===== src/rtl/aclk_setter_pkg.sv =====
// Shared types and limits for the alarm-clock button setter.
package aclk_setter_pkg;

    typedef enum logic [1:0] {ST_IDLE, ST_EDIT_H, ST_EDIT_M, ST_LOAD} setter_state_e;
    typedef enum logic {TGT_TIME, TGT_ALARM} setter_tgt_e;

    localparam int HOUR_MAX = 23;
    localparam int MIN_MAX  = 59;

endpackage


===== src/rtl/aclk_setter_debounce.sv =====
// Button debouncer: one-cycle press pulse after CYCLES consecutive high samples,
// plus a debounced level that stays high while the button is held.
module aclk_debounce #(
    parameter int CYCLES = 16
) (
    input  logic clk,
    input  logic reset,
    input  logic din,
    output logic level,
    output logic press
);

    localparam int CW = (CYCLES > 1) ? $clog2(CYCLES) : 1;
    localparam logic [CW-1:0] CNT_LOAD = CW'(CYCLES - 1);

    logic [CW-1:0] cnt;
    logic          armed;

    // A single low sample reloads the counter and re-arms the next press.
    always_ff @(posedge clk) begin
        if (reset) begin
            cnt   <= CNT_LOAD;
            armed <= 1'b1;
            level <= 1'b0;
            press <= 1'b0;
        end else begin
            press <= 1'b0;
            if (!din) begin
                cnt   <= CNT_LOAD;
                armed <= 1'b1;
                level <= 1'b0;
            end else if (cnt != '0) begin
                cnt <= cnt - 1'b1;
            end else if (armed) begin
                press <= 1'b1;
                armed <= 1'b0;
                level <= 1'b1;
            end
        end
    end

endmodule


===== src/rtl/aclk_setter.sv =====
// Button-driven time/alarm setter feeding the aclock config inputs.
// Optional auto-repeat on a held inc button: define ACLK_SETTER_AUTO_REPEAT_EN.
//
// state     | meaning
// ST_IDLE   | waiting for time/alarm button
// ST_EDIT_H | editing hours
// ST_EDIT_M | editing minutes
// ST_LOAD   | strobing LD_time or LD_alarm for LD_CYCLES clocks
module aclk_setter
    import aclk_setter_pkg::*;
#(
    parameter int DEBOUNCE_CYCLES = 16,
    parameter int TIMEOUT_CYCLES  = 1024,
    parameter int LD_CYCLES       = 2
`ifdef ACLK_SETTER_AUTO_REPEAT_EN
    ,
    parameter int REPEAT_DELAY    = 64,
    parameter int REPEAT_PERIOD   = 16
`endif
) (
    input  logic       clk,
    input  logic       reset,
    input  logic       btn_time,
    input  logic       btn_alarm,
    input  logic       btn_inc,
    input  logic       btn_next,
    output logic [1:0] H_in1,
    output logic [3:0] H_in0,
    output logic [3:0] M_in1,
    output logic [3:0] M_in0,
    output logic       LD_time,
    output logic       LD_alarm,
    output logic       editing,
    output logic       edit_min
);

    localparam int TW = (TIMEOUT_CYCLES > 1) ? $clog2(TIMEOUT_CYCLES) : 1;
    localparam int LW = (LD_CYCLES > 1) ? $clog2(LD_CYCLES) : 1;
    localparam logic [TW-1:0] TMO_LOAD = TW'(TIMEOUT_CYCLES - 1);
    localparam logic [LW-1:0] LD_LOAD  = LW'(LD_CYCLES - 1);

    function automatic logic [5:0] inc_hours(input logic [1:0] t, input logic [3:0] u);
        if (t == 2'(HOUR_MAX / 10) && u == 4'(HOUR_MAX % 10))
            return 6'd0;
        else if (u == 4'd9)
            return {t + 2'd1, 4'd0};
        else
            return {t, u + 4'd1};
    endfunction

    function automatic logic [7:0] inc_minutes(input logic [3:0] t, input logic [3:0] u);
        if (u == 4'd9) begin
            if (t == 4'(MIN_MAX / 10))
                return 8'd0;
            else
                return {t + 4'd1, 4'd0};
        end else begin
            return {t, u + 4'd1};
        end
    endfunction

    logic lvl_time, lvl_alarm, lvl_inc, lvl_next;
    logic prs_time, prs_alarm, prs_inc, prs_next;
    logic rep_fire;

    aclk_debounce #(.CYCLES(DEBOUNCE_CYCLES)) u_db_time (
        .clk(clk), .reset(reset), .din(btn_time), .level(lvl_time), .press(prs_time));
    aclk_debounce #(.CYCLES(DEBOUNCE_CYCLES)) u_db_alarm (
        .clk(clk), .reset(reset), .din(btn_alarm), .level(lvl_alarm), .press(prs_alarm));
    aclk_debounce #(.CYCLES(DEBOUNCE_CYCLES)) u_db_inc (
        .clk(clk), .reset(reset), .din(btn_inc), .level(lvl_inc), .press(prs_inc));
    aclk_debounce #(.CYCLES(DEBOUNCE_CYCLES)) u_db_next (
        .clk(clk), .reset(reset), .din(btn_next), .level(lvl_next), .press(prs_next));

    setter_state_e state;
    setter_tgt_e   tgt;
    logic [TW-1:0] tmo_cnt;
    logic [LW-1:0] ld_cnt;

    logic ev_inc, ev_any;
    assign ev_inc = prs_inc | rep_fire;
    assign ev_any = prs_time | prs_alarm | prs_next | ev_inc;

`ifdef ACLK_SETTER_AUTO_REPEAT_EN
    localparam int RMAX = (REPEAT_DELAY > REPEAT_PERIOD) ? REPEAT_DELAY : REPEAT_PERIOD;
    localparam int RW   = (RMAX > 1) ? $clog2(RMAX) : 1;
    localparam logic [RW-1:0] RD_LOAD = RW'(REPEAT_DELAY - 1);
    localparam logic [RW-1:0] RP_LOAD = RW'(REPEAT_PERIOD - 1);

    logic [RW-1:0] rep_cnt;
    logic          in_edit;
    logic          unused_levels;

    assign in_edit       = (state == ST_EDIT_H) || (state == ST_EDIT_M);
    assign rep_fire      = in_edit && lvl_inc && !prs_inc && (rep_cnt == '0);
    assign unused_levels = ^{lvl_time, lvl_alarm, lvl_next};

    // Delay counter starts at the press event, then reloads with the period.
    always_ff @(posedge clk) begin
        if (reset) begin
            rep_cnt <= RD_LOAD;
        end else if (prs_inc || !lvl_inc) begin
            rep_cnt <= RD_LOAD;
        end else if (rep_fire) begin
            rep_cnt <= RP_LOAD;
        end else if (rep_cnt != '0) begin
            rep_cnt <= rep_cnt - 1'b1;
        end
    end
`else
    logic unused_levels;
    assign rep_fire      = 1'b0;
    assign unused_levels = ^{lvl_time, lvl_alarm, lvl_inc, lvl_next};
`endif

    always_ff @(posedge clk) begin
        if (reset) begin
            state    <= ST_IDLE;
            tgt      <= TGT_TIME;
            tmo_cnt  <= TMO_LOAD;
            ld_cnt   <= LD_LOAD;
            H_in1    <= '0;
            H_in0    <= '0;
            M_in1    <= '0;
            M_in0    <= '0;
            LD_time  <= 1'b0;
            LD_alarm <= 1'b0;
            editing  <= 1'b0;
            edit_min <= 1'b0;
        end else begin
            case (state)
                ST_IDLE: begin
                    tmo_cnt <= TMO_LOAD;
                    if (prs_time) begin
                        state    <= ST_EDIT_H;
                        tgt      <= TGT_TIME;
                        editing  <= 1'b1;
                        edit_min <= 1'b0;
                    end else if (prs_alarm) begin
                        state    <= ST_EDIT_H;
                        tgt      <= TGT_ALARM;
                        editing  <= 1'b1;
                        edit_min <= 1'b0;
                    end
                end

                ST_EDIT_H: begin
                    if (ev_any) tmo_cnt <= TMO_LOAD;
                    else if (tmo_cnt != '0) tmo_cnt <= tmo_cnt - 1'b1;

                    if (prs_next) begin
                        state    <= ST_EDIT_M;
                        edit_min <= 1'b1;
                    end else if (ev_inc) begin
                        {H_in1, H_in0} <= inc_hours(H_in1, H_in0);
                    end else if (!ev_any && tmo_cnt == '0) begin
                        state   <= ST_IDLE;
                        editing <= 1'b0;
                    end
                end

                ST_EDIT_M: begin
                    if (ev_any) tmo_cnt <= TMO_LOAD;
                    else if (tmo_cnt != '0) tmo_cnt <= tmo_cnt - 1'b1;

                    if (prs_next) begin
                        state    <= ST_LOAD;
                        editing  <= 1'b0;
                        edit_min <= 1'b0;
                        ld_cnt   <= LD_LOAD;
                        LD_time  <= (tgt == TGT_TIME);
                        LD_alarm <= (tgt == TGT_ALARM);
                    end else if (ev_inc) begin
                        {M_in1, M_in0} <= inc_minutes(M_in1, M_in0);
                    end else if (!ev_any && tmo_cnt == '0) begin
                        state    <= ST_IDLE;
                        editing  <= 1'b0;
                        edit_min <= 1'b0;
                    end
                end

                ST_LOAD: begin
                    if (ld_cnt == '0) begin
                        state    <= ST_IDLE;
                        LD_time  <= 1'b0;
                        LD_alarm <= 1'b0;
                    end else begin
                        ld_cnt <= ld_cnt - 1'b1;
                    end
                end

                default: begin
                    state    <= ST_IDLE;
                    LD_time  <= 1'b0;
                    LD_alarm <= 1'b0;
                    editing  <= 1'b0;
                    edit_min <= 1'b0;
                end
            endcase
        end
    end

endmodule


===== config.mk =====
export PLATFORM = sky130hd
export DESIGN_NAME = aclk_setter
export DESIGN_NICKNAME = d
export VERILOG_FILES = /design/src/rtl/aclk_setter_pkg.sv /design/src/rtl/aclk_setter_debounce.sv /design/src/rtl/aclk_setter.sv
export SDC_FILE = /design/constraint.sdc
export NUM_CORES = 1
export LEC_CHECK = 0
export BUFFER_PORTS_ARGS = -buffer_cell sky130_fd_sc_hd__buf_2
export CAP_MARGIN = 20
export CORE_ASPECT_RATIO = 1.2
export CORE_MARGIN = 2
export CORE_UTILIZATION = 40
export DETAILED_ROUTE_END_ITERATION = 12
export PLACE_DENSITY = 0.53
export SYNTH_ARGS = -nofsm -noshare
export SYNTH_HDL_FRONTEND = slang
export SYNTH_HIERARCHICAL = 1
export SYNTH_SLANG_ARGS = --single-unit
export TNS_END_PERCENT = 50

===== constraint.sdc =====
create_clock -name clk -period 4.47 [get_ports clk]
set_clock_uncertainty 0.1 [all_clocks]
set_input_delay 0.894 -clock clk [delete_from_list [all_inputs] [get_ports clk]]
set_output_delay 0.894 -clock clk [all_outputs]
set_load 0.02 [all_outputs]

== Word level (Yosys, flattened, before mapping) ==
Index checks and enable logic that the tools add are counted.
Word-level totals
  register bits: 56
  bits of input ports: 6
  output and inout bits: 18
Operators by class
  add/sub/neg operators: 10
  equal/unequal tests: 16
  muxes and demuxes: 41
  bitwise operators: 9
  reduce and logical (&&, ||, !) cells: 35
Operators by type and width (number)
  two-way mux 1 bit: 21
  two-way mux 10 bit: 2
  one-hot mux 10 bit (2 select lines): 1
  nonzero test 4 bit: 4
  subtractor 4 x 1 -> 4 bit, second input constant: 4
  two-way mux 2 bit: 7
  adder 4 x 1 -> 4 bit, second input constant: 3
  two-way mux 6 bit: 2
  AND reduction 3 bit: 4
  OR reduction 3 bit: 4
  logical NOT 10 bit: 1
  nonzero test 10 bit: 1
  OR reduction 2 bit: 5
  subtractor 10 x 1 -> 10 bit, second input constant: 1
  equality test 4 bit, second input constant: 2
  two-way mux 8 bit: 1
  one-hot mux 2 bit (4 select lines): 1
  AND reduction 2 bit: 4
  AND reduction 4 bit: 2
  nonzero test 2 bit: 4
  equality test 2 bit, second input constant: 3
  != test 3 x 1 -> 1 bit, second input constant: 2
  != test 3 x 2 -> 1 bit, second input constant: 2
  inverter 1 bit: 6
  16 further kinds: 24

== Logic depth before layout (Yosys ltp) ==
Gate-level depths: netlist of the first run.
  depth after elaboration: 9
  mapped depth: 6
  depth with buffers taken out: 6

== Modules after synthesis ==
The synthesis of the first run kept the hierarchy.
Modules (own cells, without submodules)
  aclk_setter: instances 1, cells each 199, area each 1742.9 um^2, seq. area each 640.6 um^2
  aclk_debounce: instances 4, cells each 29, area each 310.3 um^2, seq. area each 140.1 um^2

== Worst setup path before layout of the first run ==
Ideal clock, no wire load.
  path kind: reg-to-reg
  start point: register state[1]
  end point: register tmo_cnt[4]
  data arrival time: 1546 ps
  required time: 4228 ps
  setup slack: 2682 ps
  cell stages (with the launch flop): 7
  cells stage by stage: dfxtp_1 inv_1 ha_1 nor2b_1 a41oi_2 and3_1 o21ai_0
On the way
  longest elaborated chain between the ends: 4
Ends and longest elaborated chain
  start, declared: RTL line aclk_setter.sv:75  | setter_state_e state;
  start signal, assigned: RTL line aclk_setter.sv:118  | state <= ST_IDLE;
  start signal, assigned: RTL line aclk_setter.sv:135  | state <= ST_EDIT_H;
  start signal, assigned: RTL line aclk_setter.sv:140  | state <= ST_EDIT_H;
  equality test 2 bit or equality test 2 x 1 -> 1 bit (tied branches): RTL line aclk_setter.sv:131  | case (state)
  OR reduction 2 bit (no source line)
  != test 3 x 1 -> 1 bit (no source line) or nonzero test 2 bit (tied branches)
  AND reduction 2 bit (no source line)
  end signal, assigned: RTL line aclk_setter.sv:149  | else if (tmo_cnt != '0) tmo_cnt <= tmo_cnt - 1'b1;
  end signal, assigned: RTL line aclk_setter.sv:164  | else if (tmo_cnt != '0) tmo_cnt <= tmo_cnt - 1'b1;
  end, declared: RTL line aclk_setter.sv:77  | logic [TW-1:0] tmo_cnt;
Several ways; a longest one is shown, not always the timed one.
A chain may end at the register's enable or synchronous reset.

== Worst setup path after layout of the first run ==
  start point: register state[1]
  end point: register tmo_cnt[6]
Same word-level chain as after synthesis.

==> summary.md, run 1 <==
| Metric | Value |
|---|---|
| Fmax | 0.486 GHz |
| Initial antenna violation count | 0 |
| Grt total ovfl | 0 |
| Clock Latency Late Sink | 0.30 ns |
| Gr usage total | 0.139 |
| Total CTS buffers | 5 |
| DP Worst Slack | 2.15 ns |
| Drt first pass iters | 4 |
| CTS sink count | 56 |
| Post-Layout Cell Count | 421 |
| Via count | ~2,200 |
| Drt drc | 0 |
| Final Setup Violations | 0 |
| Inserted Diodes | 0 |
| CTS tree | yes |
| Register area | 1120 um^2 |
| DIE WIDTH | between 80 and 90 um |
| Setup Total Neg Slack | 0 ns |
| Max-slew violation count | 0 |
| Largest net degree at the start of global routing | between 40 and 50 |
| Initial Util | 0.417 |
| Hold_buf cts | 0 |
| Root buffer cell | clkbuf_8 |
| Die Y | 96.9 um |
| Multi-input logic area | approximately 1700 um^2 |
| CP max-delay cell | dfxtp_1 |
| Worst-margin pin slew | about 0.74 ns |
| Die area | 7880 um^2 |
| First-pass GRT wire length | approximately 9000 um |
| Clock power share | 0.332 |
| Worst-path clk slew | 0.10 ns |
| DR WL/cell | about 12 um |
| Total chip power | about 0.85 mW |
| Final Hold Viols | 0 |
| Net Switching | 0.193 mW |
| Post-CTS Resized | 0 |
| Filler Cells Inserted | 686 |
| Placed cells | a little over 400 |
| Register share of total power | 0.605 |
| Worst-path maximum fanout | 9 |
| Critical path class | register to register |
| Core Rows | 33 |
| Postcts setup bufs | 0 |
| RSZ-0062 raised after global routing | false |
| Max-slew headroom | 0.505 |
| Via density | 5.23 |
| Worst path cell trace | inv_1, ha_1, nor2b_1, a41oi_2, and3_1, o21ai_0 |
| Hold Crit Class | register to register |
| GPL Wtd Cong | 0.810 |
| Worst EP required | 4.54 ns |
| Htree depth | 2 |
| Core ar. | 6900 um^2 |
| Syn Nets | 330 |
| Leakage | 1.37 nW |
| CP startpoint kind | register |
| Layout cells sized above 1 | 0.132 |
| Synthesis warning total | 6 |
| Worst path max stage delay | 0.45 ns |
| Area Growth Syn to Fin | 10.4% |
| Critical Path AT | 2.13 ns |
| Int Pwr | roughly 0.65 mW |
| Final #Nets | 356 |
| Sw Share | 0.228 |
| Antenna viol nets, final | 0 |
| Final WL | 5130 um |
| Buffers added on ports | 23 |
| Setup WS post-layout | approximately 2.4 ns |
| Final period utilization | 0.461 |
| Syn Inst Count | 307 |
| Number of I/O pins | 24 |
| Deepest clock path buffer count | 2 |
| Status | complete, no violations |
| Avg Synthesized Cell Area | 9.36 um^2 |
| Peak VDD IR | roughly 0.13 mV |
| Combinational Power Share | 0.063 |
| Drt initial violations | 76 |
| Critical path endpoint category | register |
| Hpwl dp | 3650 um |
| Fin crit period | 2.06 ns |
| Post-Synthesis Cell Area | 2870 um^2 |
| Max-Cap Viols | 0 |
| Vias in the first global route | just over 2,000 |
| Cell Pwr Density | between 200 and 300 nW/um^2 |
[power groups by stage]
stage / clock network, mW / logic [mW] / registers, mW
floorplan: 0 / 0.0367 / 0.524
global placement: 0 / 0.0536 / 0.524
detailed placement: 0 / 0.0541 / 0.524
CTS: 0.302 / 0.0543 / 0.513
global route: 0.316 / 0.0619 / 0.514
finish: 0.281 / 0.0534 / 0.512
[critical path: cells and delay by family, from the launching register on]
kind,cells,cell delay [ns]
compound gates,2,0.48
fa+ha+maj,1,0.37
buf+inv,1,0.12
flops,1,0.45
simple gates,2,0.41
[stage by stage]
| step | instance area (um^2) | util | hold slack [ns] |
|---|---|---|---|
| finish | 3170 | 0.460 | 0.374 |
| global route | 3170 | 0.460 | 0.419 |
| CTS | 3170 | 0.460 | 0.376 |
| detailed placement | 3080 | 0.447 | 0.361 |
| global placement | 3080 | 0.447 | 0.358 |
| floorplan | 2870 | - | 0.341 |
[registers in the layout (all words and copies together) (netlist names), 2 cells and up]
signal / count
u_db_next/cnt: 4
u_db_time/cnt: 4
M_in0: 4
M_in1: 4
u_db_inc/cnt: 4
tmo_cnt: 10
H_in1: 2
u_db_alarm/cnt: 4
H_in0: 4
state: 2
[worst paths after layout]
check / start / endpoint / slack (ns) / cells after the start
worst max-delay path: state[1] / tmo_cnt[6] / 2.41 / 6
worst min-delay path: u_db_next/armed / u_db_next/armed / 0.37 / 2
worst max register to register: state[1] / tmo_cnt[6] / 2.41 / 6
worst min register to register: u_db_next/armed / u_db_next/armed / 0.37 / 2
[metal layers]
metal	up-vias	global-route usage	share of wire	routed length, um
met5	-	0	0	0
met4	0	0.0417	0.0058	30
met3	2	0.0317	0.024	123
met2	23	0.224	0.48	2470
met1	1011	0.183	0.49	2510
li1	1166	-	-	-
[layout make-up]
cell class	count	area share
Tap cell	87	0.0343
Clock buffer	8	0.0284
Inverter	22	0.0260
Timing Repair Buffer	23	0.0363
Sequential cell	56	0.353
Multi-Input combinational cell	225	0.522
[placed cells by master (no fill, tap or decap), types with 7 or more instances in the layout]
| cell | instances |
|---|---|
| dfxtp_1 | 56 |
| buf_2 | 23 |
| inv_1 | 22 |
| a21oi_1 | 22 |
| o21ai_0 | 22 |
| nor2_1 | 17 |
| ha_1 | 17 |
| nor3b_1 | 16 |
| nor2b_1 | 12 |
| mux2i_1 | 11 |
| nand2_1 | 10 |
| nor3_1 | 8 |
| and3b_1 | 8 |
| and3_1 | 7 |
(Power assumes the default switching activity.)
==> run 2: changes to the inputs <==
--- a/config.mk
+++ b/config.mk
@@ -5,13 +5,14 @@
 export SDC_FILE = /design/constraint.sdc
 export NUM_CORES = 1
 export LEC_CHECK = 0
+export ABC_AREA = 1
 export BUFFER_PORTS_ARGS = -buffer_cell sky130_fd_sc_hd__buf_2
 export CAP_MARGIN = 20
 export CORE_ASPECT_RATIO = 1.2
 export CORE_MARGIN = 2
 export CORE_UTILIZATION = 40
 export DETAILED_ROUTE_END_ITERATION = 12
-export PLACE_DENSITY = 0.53
+export PLACE_DENSITY = 0.55
 export SYNTH_ARGS = -nofsm -noshare
 export SYNTH_HDL_FRONTEND = slang
 export SYNTH_HIERARCHICAL = 1
==> constraint.sdc (replaced) <==
create_clock -name clk -period 1.8 [get_ports clk]
set_clock_uncertainty 0.1 [all_clocks]
set_input_delay 0.36 -clock clk [delete_from_list [all_inputs] [get_ports clk]]
set_output_delay 0.36 -clock clk [all_outputs]
set_load 0.02 [all_outputs]
==> run 2 against run 1 <==
Maximum frequency grew 30%. Synthesized cell count grew 37%. Clock power increased to 3.0 times the previous value. Final area is 6.7% higher. Utilization is 0.54 points higher. Combinational power grew to 3.2 times the previous value. Sequential power grew 150%. First-iteration DRC count down 11%. Area after synthesis up 5.2%. Hold slack worse by 0.12 ns. Non-clock buffer count rose by 5. Power rose to 2.7 times the previous value.
==> summary.md, run 2 <==
| Metric | Value |
|---|---|
| Final Hold Viols | 0 |
| Combinational Power Share | 0.075 |
| CP startpoint kind | register |
| Fmax | 0.629 GHz |
| Drt first pass iters | 4 |
| Final period utilization | 0.883 |
| Htree depth | 2 |
| Core Util, Final | 0.465 |
| Peak VDD IR | 0.430 mV |
| Gr usage total | 0.152 |
| Avg Synthesized Cell Area | around 7.2 um^2 |
| Initial Util | 0.416 |
| Critical Path AT | 1.70 ns |
| Number of I/O pins | 24 |
| Total chip power | 2.27 mW |
| Total CTS buffers | 5 |
| Hold Crit Class | primary input to register |
| Largest net degree at the start of global routing | 17 |
| Final Setup Violations | 0 |
| Initial antenna violation count | 0 |
| Fin crit period | about 1.6 ns |
| Vias in the first global route | roughly 2,500 |
| Final #Nets | about 480 |
| Layout cells sized above 1 | 0.174 |
| Syn Nets | 445 |
| Final Cell Area | between 3000 and 4000 um^2 |
| Die Y | a little under 100 um |
| Worst-path maximum fanout | 5 |
| Most frequent cells in the layout | nand2_1 (96), dfxtp_1 (54), inv_1 (54), nand3_1 (43), nor2_1 (40) |
| Sw Share | 0.237 |
| Die area | 8270 um^2 |
| Reg-to-Reg Start | state[0] |
| Antenna viol nets, final | 0 |
| Worst-path clk slew | 0.10 ns |
| Leakage | 1.64 nW |
| DR WL/cell | 11.3 um |
| Clock power share | 0.365 |
| Max-Cap Viols | 0 |
| Syn Inst Count | 422 |
| Postcts setup bufs | 0 |
| Filler Cells Inserted | 751 |
| Buffers added on ports | 23 |
| Biggest register | tmo_cnt |
| Hpwl dp | 4590 um |
| Cell Pwr Density | about 670 nW/um^2 |
| HP Start | btn_next |
| Deepest clock path buffer count | 2 |
| Net Switching | between 0.5 and 0.6 mW |
| Max-slew headroom | 0.723 |
| Critical path endpoint category | register |
| Max-slew violation count | 0 |
| Worst Reg-to-Reg Cells | 9 |
| Drt initial violations | 68 |
| Area Growth Syn to Fin | 12.0% |
| DP Worst Slack | 0.141 ns |
| Root buffer cell | clkbuf_8 |
| Max FFs per register | 10 |
| DIE WIDTH | 83.4 um |
| Synthesis warning total | 6 |
| Drt drc | 0 |
| Via count | between 2,000 and 3,000 |
| Setup WS post-layout | ~0.21 ns |
| Clock Latency Late Sink | 0.31 ns |
| R2R setup slack | 0.21 ns |
| Hold Path Sink | u_db_next/cnt[2] |
| Final WL | 6120 um |
| Inserted Diodes | 0 |
| Status | complete, no violations |
| Core Rows | 34 |
| CTS tree | yes |
| CTS sink count | 56 |
| First-pass GRT wire length | 10,600 um |
| Register share of total power | 0.559 |
| Worst EP required | 1.91 ns |
| Critical path class | register to register |
| Setup Total Neg Slack | 0 ns |
| Reg-to-reg endpoint | tmo_cnt[7] |
| Worst-margin pin slew | 0.415 ns |
| Core ar. | 7270 um^2 |
| Placed cell area | 3270 um^2 |
| Worst hold path depth | 4 |
| Post-Synthesis Cell Area | between 3000 and 4000 um^2 |
| Via density | between 4 and 5 |
| Multi-input logic area | 1650 um^2 |
| Commonest non-fill, non-tap cell in the layout | nand2_1 |
| Grt total ovfl | 0 |
| RSZ-0062 raised after global routing | false |
| Worst Setup SP | state[0] |
| Register area | between 1000 and 1500 um^2 |
| Int Pwr | about 1.7 mW |
| GPL Wtd Cong | 0.851 |
==> run 2: changes by cell type in the layout (fill, tap and decap cells not counted), moves of 9 or more <==
cell / before / now
nand2_1: 10 / 96
nand3_1: 3 / 43
inv_1: 22 / 54
nor2_1: 17 / 40
nor3b_1: 16 / 1
nand4_1: 3 / 16
nor2b_1: 12 / 0
o21ai_0: 22 / 10
mux2i_1: 11 / 0
inv_2: 0 / 9
==> run 2: through the flow <==
stage / hold slack (ns) / instances
floorplan: 0.318 / 422
global placement: 0.329 / 536
detailed placement: 0.331 / 536
CTS: 0.250 / 544
global route: 0.259 / 544
finish: 0.252 / 544
==> run 2: cell type report <==
type,count,area share
repair buffers,28,0.0451
multi-input cells,298,0.486
flip-flops and latches,56,0.332
inverters,64,0.0717
clock buffers,6,0.0214
clock inverters,2,0.0103
well taps,90,0.0333
==> run 2: critical path, stage by stage (launching register included) <==
cell	delay, ns
dfxtp_2	0.38
inv_1	0.09
ha_1	0.37
inv_1	0.09
o21ai_0	0.16
nand2_1	0.06
inv_1	0.10
nand2_1	0.06
inv_1	0.05
nand2_1	0.04
==> run 2: how the worst max path moves through the flow <==
stage | slack (ns) | cells after the start | to
2_1_floorplan | 0.20 | 10 | tmo_cnt[7]
3_5_place_dp | 0.14 | 9 | H_in0[2]
5_1_grt | 0.003 | 9 | tmo_cnt[7]
3_3_place_gp | 0.17 | 9 | tmo_cnt[7]
6_report | 0.21 | 9 | tmo_cnt[7]
4_1_cts | 0.12 | 9 | H_in0[2]
==> run 2: metal layers <==
layer,vias up,wire length [um],track usage
li1,1410,-,-
met1,1197,2980,0.185
met2,23,2920,0.278
met3,7,157,0.0274
met4,0,68,0.0378
met5,-,0,0
==> run 2: repair_timing <==
item / 4_1_cts / 5_1_grt
setup endpoints to repair: 0 / 5
endpoints found under the hold margin: 0 / 0
hold buffers: 0 / 0
gates resized for setup: 0 / 3
==> run 2: power by group through the flow <==
stage          Combinational (mW)  Sequential, mW  Clock [mW]
6_report                    0.171            1.27       0.829
5_1_grt                     0.198            1.27       0.894
4_1_cts                     0.172            1.27       0.862
3_5_place_dp                0.172            1.30           0
3_3_place_gp                0.171            1.30           0
2_1_floorplan               0.116            1.30           0
